--- config.mk ---
export PLATFORM = sky130hd
export DESIGN_NAME = led_rate_scheduler
export DESIGN_NICKNAME = d
export VERILOG_FILES = /design/src/rtl/led_ctrl_pkg.sv /design/src/rtl/key_debounce.sv /design/src/rtl/led_rate_scheduler.sv
export SDC_FILE = /design/constraint.sdc
export NUM_CORES = 1
export LEC_CHECK = 0
export BUFFER_PORTS_ARGS = -buffer_cell sky130_fd_sc_hd__buf_2
export CAP_MARGIN = 30
export CORE_UTILIZATION = 30
export DETAILED_ROUTE_END_ITERATION = 8
export PLACE_DENSITY_LB_ADDON = 0.12
export SKIP_CTS_REPAIR_TIMING = 1
export SYNTH_ARGS = -nofsm -noshare
export SYNTH_HDL_FRONTEND = slang
export SYNTH_SLANG_ARGS = --single-unit
--- constraint.sdc ---
create_clock -name CLOCK_50 -period 7.2 [get_ports CLOCK_50]
set_input_delay 2.16 -clock CLOCK_50 [delete_from_list [all_inputs] [get_ports CLOCK_50]]
set_output_delay 2.16 -clock CLOCK_50 [all_outputs]
set_load 0.02 [all_outputs]
--- src/rtl/led_ctrl_pkg.sv ---
// Shared types and constants for the LED rate scheduler.
// States, step codes and LEDG bit positions.
package led_ctrl_pkg;

    typedef enum logic [1:0] {
        STOP = 2'd0,
        RUN  = 2'd1,
        HOLD = 2'd2
    } state_t;

    localparam logic [3:0] STEP_1 = 4'd1;
    localparam logic [3:0] STEP_2 = 4'd2;
    localparam logic [3:0] STEP_4 = 4'd4;
    localparam logic [3:0] STEP_8 = 4'd8;

    localparam int LEDG_STEP_LSB = 0;
    localparam int LEDG_STEP_MSB = 3;
    localparam int LEDG_HOLD     = 6;
    localparam int LEDG_RUN      = 7;

endpackage

--- src/rtl/key_debounce.sv ---
// One push-button: 2-FF synchronizer, debounce counter, press event.
// Ports: CLOCK_50, RESET, key_n (raw, active-low), level, press (1 cycle).
module key_debounce
    import led_ctrl_pkg::*;
#(
    parameter int DEBOUNCE_CYCLES = 1000000
) (
    input  logic CLOCK_50,
    input  logic RESET,
    input  logic key_n,
    output logic level,
    output logic press
);

    localparam int CW = $clog2(DEBOUNCE_CYCLES + 1);
    localparam logic [CW-1:0] CNT_LAST = CW'(DEBOUNCE_CYCLES - 1);

    logic          meta;
    logic          sync;
    logic [CW-1:0] cnt;

    always_ff @(posedge CLOCK_50 or posedge RESET) begin
        if (RESET) begin
            meta  <= 1'b1;
            sync  <= 1'b1;
            level <= 1'b1;
            press <= 1'b0;
            cnt   <= '0;
        end else begin
            meta  <= key_n;
            sync  <= meta;
            press <= 1'b0;
            if (sync == level) begin
                cnt <= '0;
            end else if (cnt == CNT_LAST) begin
                // Level flips; a press is the 1->0 flip only.
                cnt   <= '0;
                level <= sync;
                press <= level;
            end else begin
                cnt <= cnt + 1'b1;
            end
        end
    end

endmodule

--- src/rtl/led_rate_scheduler.sv ---
// Tick scheduler for the LED counter: debounced keys pick the step,
// SW[9] pauses. Ports: CLOCK_50, RESET, KEY, SW -> TICK, STEP, LEDG.
module led_rate_scheduler
    import led_ctrl_pkg::*;
#(
    parameter int TERMINAL        = 50000000,
    parameter int DEBOUNCE_CYCLES = 1000000,
    parameter int ACC_W           = 26
) (
    input  logic       CLOCK_50,
    input  logic       RESET,
    input  logic [3:0] KEY,
    input  logic [9:0] SW,
    output logic       TICK,
    output logic [3:0] STEP,
    output logic [7:0] LEDG
);

    localparam logic [ACC_W-1:0] TERM = ACC_W'(TERMINAL);

    logic [3:0] key_level;
    logic [3:0] key_press;
    logic       hold_m;
    logic       hold_s;
    logic       load;
    logic [3:0] step_sel;

    state_t           state, state_n;
    logic [3:0]       step, step_n;
    logic [ACC_W-1:0] acc, acc_n, acc_sum;
    logic             tick_q, tick_n;

    logic unused_in;
    assign unused_in = ^{SW[8:0], key_level};

    for (genvar i = 0; i < 4; i++) begin : g_key
        key_debounce #(
            .DEBOUNCE_CYCLES(DEBOUNCE_CYCLES)
        ) u_key (
            .CLOCK_50(CLOCK_50),
            .RESET   (RESET),
            .key_n   (KEY[i]),
            .level   (key_level[i]),
            .press   (key_press[i])
        );
    end

    always_ff @(posedge CLOCK_50 or posedge RESET) begin
        if (RESET) begin
            hold_m <= 1'b0;
            hold_s <= 1'b0;
        end else begin
            hold_m <= SW[9];
            hold_s <= hold_m;
        end
    end

    // Lowest key index wins on simultaneous presses.
    always_comb begin
        load     = |key_press;
        step_sel = STEP_1;
        priority case (1'b1)
            key_press[0]: step_sel = STEP_1;
            key_press[1]: step_sel = STEP_2;
            key_press[2]: step_sel = STEP_4;
            key_press[3]: step_sel = STEP_8;
            default:      step_sel = STEP_1;
        endcase
    end

    always_ff @(posedge CLOCK_50 or posedge RESET) begin
        if (RESET) begin
            state  <= STOP;
            step   <= '0;
            acc    <= '0;
            tick_q <= 1'b0;
        end else begin
            state  <= state_n;
            step   <= step_n;
            acc    <= acc_n;
            tick_q <= tick_n;
        end
    end

    always_comb begin
        state_n = state;
        step_n  = step;
        acc_n   = acc;
        tick_n  = 1'b0;
        acc_sum = acc + {{(ACC_W-4){1'b0}}, step};
        if (load) begin
            step_n = step_sel;
        end
        unique case (state)
            STOP: begin
                if (load) begin
                    state_n = hold_s ? HOLD : RUN;
                end
            end
            RUN: begin
                // Remainder is kept so the long-term rate is exact.
                if (acc_sum >= TERM) begin
                    acc_n  = acc_sum - TERM;
                    tick_n = !hold_s;
                end else begin
                    acc_n = acc_sum;
                end
                if (hold_s) begin
                    state_n = HOLD;
                end
            end
            HOLD: begin
                if (!hold_s) begin
                    state_n = RUN;
                end
            end
            default: state_n = STOP;
        endcase
    end

    always_comb begin
        LEDG = '0;
        LEDG[LEDG_STEP_MSB:LEDG_STEP_LSB] = step;
        LEDG[LEDG_HOLD] = (state == HOLD);
        LEDG[LEDG_RUN]  = (state == RUN);
    end

    assign TICK = tick_q;
    assign STEP = step;

endmodule

==> qor.tcl <==
set qor(cp-end-kind) {register}
set qor(synth_cell_types) 64
set qor(setup_tns_ns) 0
set qor(clkSlewWorstSetupHoldPaths_ns) 0.06
set qor(drv_slew) 0
set qor(cp.arrival_ns) 4.99
set qor(run_status) {completed}
set qor(yosys.cell_count.top_type) {dfrtp_1}
set qor(syn_area_per_cell_um2) 9.32
set qor(synth.cell_area_um2) 6980
set qor(final.period_utilization_pct) 64.8
set qor(via_count) 5295
set qor(grt_max_degree) 82
set qor(cts_tree) {built}
set qor(grt_usage_pct) 13.5
set qor(cts.htree.levels) 4
set qor(final_setup_violation_count) 0
set qor(critical-path-max-stage-delay_ns) 0.79
set qor(wirelength_mm) 15.3
set qor(grt_first_pass_wirelength_mm) 25.7
set qor(critical_path.startpoint_type) {register}
set qor(final_cell_count_no_fill) 1056
set qor(synthDominantCellAreaShare_pct) 42.7
set qor(area_delta_synth_final_pct) 13.7
set qor(sequentialPowerShare_pct) 44.3
set qor(power.combinational.fraction_pct) 2.0
set qor(synthesis.instances) 749
set qor(grt_antenna_before_repair) 0
set qor(routed_via_density) 5.01
set qor(net-switching-power_mw) 0.377
set qor(rows) 55
set qor(cts.sink_count) 131
set qor(antenna_left) 0
set qor(tritoncts.num_buffers) 17
set qor(slowest_stage) {a21oi_2}
set qor(max-clock-path-buffers) 2
set qor(gp_routability_congestion) 0.803
set qor(postPlaceCellArea_um2) 7310
set qor(numPlacedInstances) 1024
set qor(clock-root-buffer) {clkbuf_16}
set qor(synth.top_cells.by_count) {119 x dfrtp_1, 104 x nor2_1, 66 x nand2_1, 53 x nand3_1, 52 x xnor2_1}
set qor(final_layout_size_suffix_gt1_share_pct) 10.6
set qor(layout_min_cycle_time_ns) 4.66
set qor(synth_enable_flop_cells) 0
set qor(fin_area_um2) 7940
set qor(worstPathRequired_ns) 7.53
set qor(fmax_ghz) 0.214
set qor(vdd.ir_drop.worst_mv) 0.106
set qor(synth-warning-count) 0
set qor(slew_headroom_pct) 34.5
set qor(avgRoutedWirePerCell_um) 14.5
set qor(postSynthRegisterBits) 131
set qor(worst_slew_pin_slew_ns) 0.982
set qor(crit_path_cell_trace) {ha_1 > fa_1 > a211o_1 > and2_0 > nor3_1 > o21ai_0 > a21bo_2 > a21oi_1 > o21ai_2 > a21oi_2 > mux2_2 > o21ai_1}
set qor(worstSetupPathType) {reg2reg}
set qor(finish.net_count) 784
set qor(dr.pass1.iters) 4
set qor(timing.clock.skew_ns) 0.0131
set qor(sw_frac_of_total_pct) 22.1
set qor(coreArea_um2) 22700
set qor(maxCapViolCount) 0
set qor(fp.dieArea_um2) 23900
set qor(synth-main-ff-cell) {dfrtp_1}
set qor(die_w_um) 155
set qor(critPathTopFamily) {compound AO/OA/AOI/OAI gates}
set qor(chipHeight_um) 155
set qor(worst-path-buf-inv) 0
set qor(detailedPlacementHpwl_mm) 10.5
set qor(portBuffers) 17
set qor(yosys-top-cells-area) {dfrtp_1 43%, xnor2_1 6.5%, nor2_1 5.6%}
set qor(hold_class) {reg2reg}
set qor(yosysSeqAreaShare_pct) 47.2
set qor(grt_setup_unrepaired) {false}
set qor(ys_async_sr_fraction_pct) 100
set qor(crit_path_max_fanout) 19
set qor(p_int_mw) 1.33
set qor(boundaryPins) 29
set qor(overflow) 0
set qor(leakage_nw) 3.32
set qor(antenna_cells) 0
set qor(drc) 0
set qor(start_util_pct) 30.7
set qor(initial_drc_count) 196
set qor(clk-insertion-delay-late_ns) 0.42
set qor(power.share.clock_pct) 53.7
set qor(power_density_nw_per_um2) 215
set qor(synth_top_area_cell) {dfrtp_1}
set qor(via_count_of_the_first_global_routing_pass) 5157
set qor(final_hold_viol_count) 0
[state kept, by name, summed over array words and instances, names as in the netlist]
signal	cells
g_key.u_key.sync	4
state	2
acc	26
g_key.u_key.level	4
g_key.u_key.cnt	80
STEP	4
g_key.u_key.press	4
TICK	1
hold_s	1
hold_m	1
g_key.u_key.meta	4
[worst register-to-register path: cells and delay by family, from the launching register on]
| kind | cells | cell delay [ns] |
|---|---|---|
| AOI/OAI and AO/OA | 7 | 2.20 |
| and+or+nand+nor | 2 | 0.85 |
| adders and majority gates | 2 | 0.70 |
| DFF | 1 | 0.42 |
| muxes | 1 | 0.42 |
[stage by stage]
| stage | utilization (%) | power (mW) | hold WS [ns] | setup slack (ns) |
|---|---|---|---|---|
| floorplan | - | 0.792 | 0.331 | 1.56 |
| global placement | 32.2 | 0.803 | 0.335 | 2.70 |
| detailed placement | 32.2 | 0.803 | 0.345 | 2.56 |
| CTS | 34.9 | 1.74 | 0.358 | 2.53 |
| global route | 34.9 | 1.77 | 0.364 | 2.25 |
| finish | 34.9 | 1.70 | 0.357 | 2.54 |
[per-layer routing]
metal,GRT usage (%),wire (um),up-vias
li1,-,-,2627
met1,17.8,7490,2608
met2,21.8,7350,48
met3,3.39,375,12
met4,3.91,130,0
met5,0,0,-
[logic make-up after synthesis]
| group | count (synthesis) | synth area share [%] |
|---|---|---|
| AOI/OAI and AO/OA | 95 | 8.69 |
| xor gates and xnor gates | 91 | 11.4 |
| adders and majority gates | 10 | 1.90 |
| buffers and inverters | 47 | 2.92 |
| DFF | 131 | 47.2 |
| muxes | 12 | 1.81 |
| other | 1 | 0.0537 |
| and+or+nand+nor | 362 | 26.0 |
[power by group through the flow]
stage / sequential, mW / clock (mW) / combinational [mW]
final: 0.754 / 0.915 / 0.0346
after global routing: 0.754 / 0.976 / 0.0418
after CTS: 0.753 / 0.946 / 0.0370
after detailed placement: 0.767 / 0 / 0.0368
after global placement: 0.766 / 0 / 0.0365
after floorplan: 0.765 / 0 / 0.0274
[final cells by class]
type / instances / area (um^2)
Clock buffer: 20 / 457
Tap cell: 285 / 357
Sequential cell: 131 / 3290
Timing Repair Buffer: 20 / 108
Fill cell: 2284 / 14800
Inverter: 16 / 65.1
Multi-Input combinational cell: 572 / 3490
Clock inverter: 12 / 170
[path summary, 6_finish.rpt]
kind,from,to,slack (ns),cells after the start
hold / removal,hold_m$_DFF_PP0_,hold_s$_DFF_PP0_,0.36,0
min in group asynchronous,RESET,g_key[2].u_key.cnt[1]$_DFF_PP0_,1.88,2
setup / recovery,STEP[0]$_DFFE_PP0P_,acc[8]$_DFFE_PP0P_,2.54,12
hold reg to reg,hold_m$_DFF_PP0_,hold_s$_DFF_PP0_,0.36,0
setup reg to reg,STEP[0]$_DFFE_PP0P_,acc[8]$_DFFE_PP0P_,2.54,12
max in group asynchronous,RESET,acc[7]$_DFFE_PP0P_,4.14,3
[cells in the final DEF, fill, tap and decap left out, types with 3 or more instances in the layout]
master,Yosys,routed
a211o_1,3,3
a21oi_1,28,28
and2_1,8,8
and3_1,30,30
buf_2,4,17
buf_4,6,3
bufinv_16,0,3
clkbuf_16,0,17
clkinv_4,0,4
dfrtp_1,119,119
dfstp_2,12,12
ha_1,9,9
inv_1,16,15
inv_6,0,4
mux2_2,5,5
mux2i_1,7,7
nand2_1,66,66
nand2b_1,5,5
nand3_1,53,53
nand4_1,19,19
nor2_1,104,104
nor2b_1,3,3
nor3_1,21,21
nor3b_1,4,4
nor4_1,7,7
nor4b_1,6,6
o211ai_1,6,6
o21a_1,4,4
o21ai_0,22,22
o21ai_1,5,5
o22ai_1,4,4
or3_1,16,16
or4_1,6,6
xnor2_1,52,52
xor2_1,39,39
No activity file was read; power rests on OpenSTA's default activity.
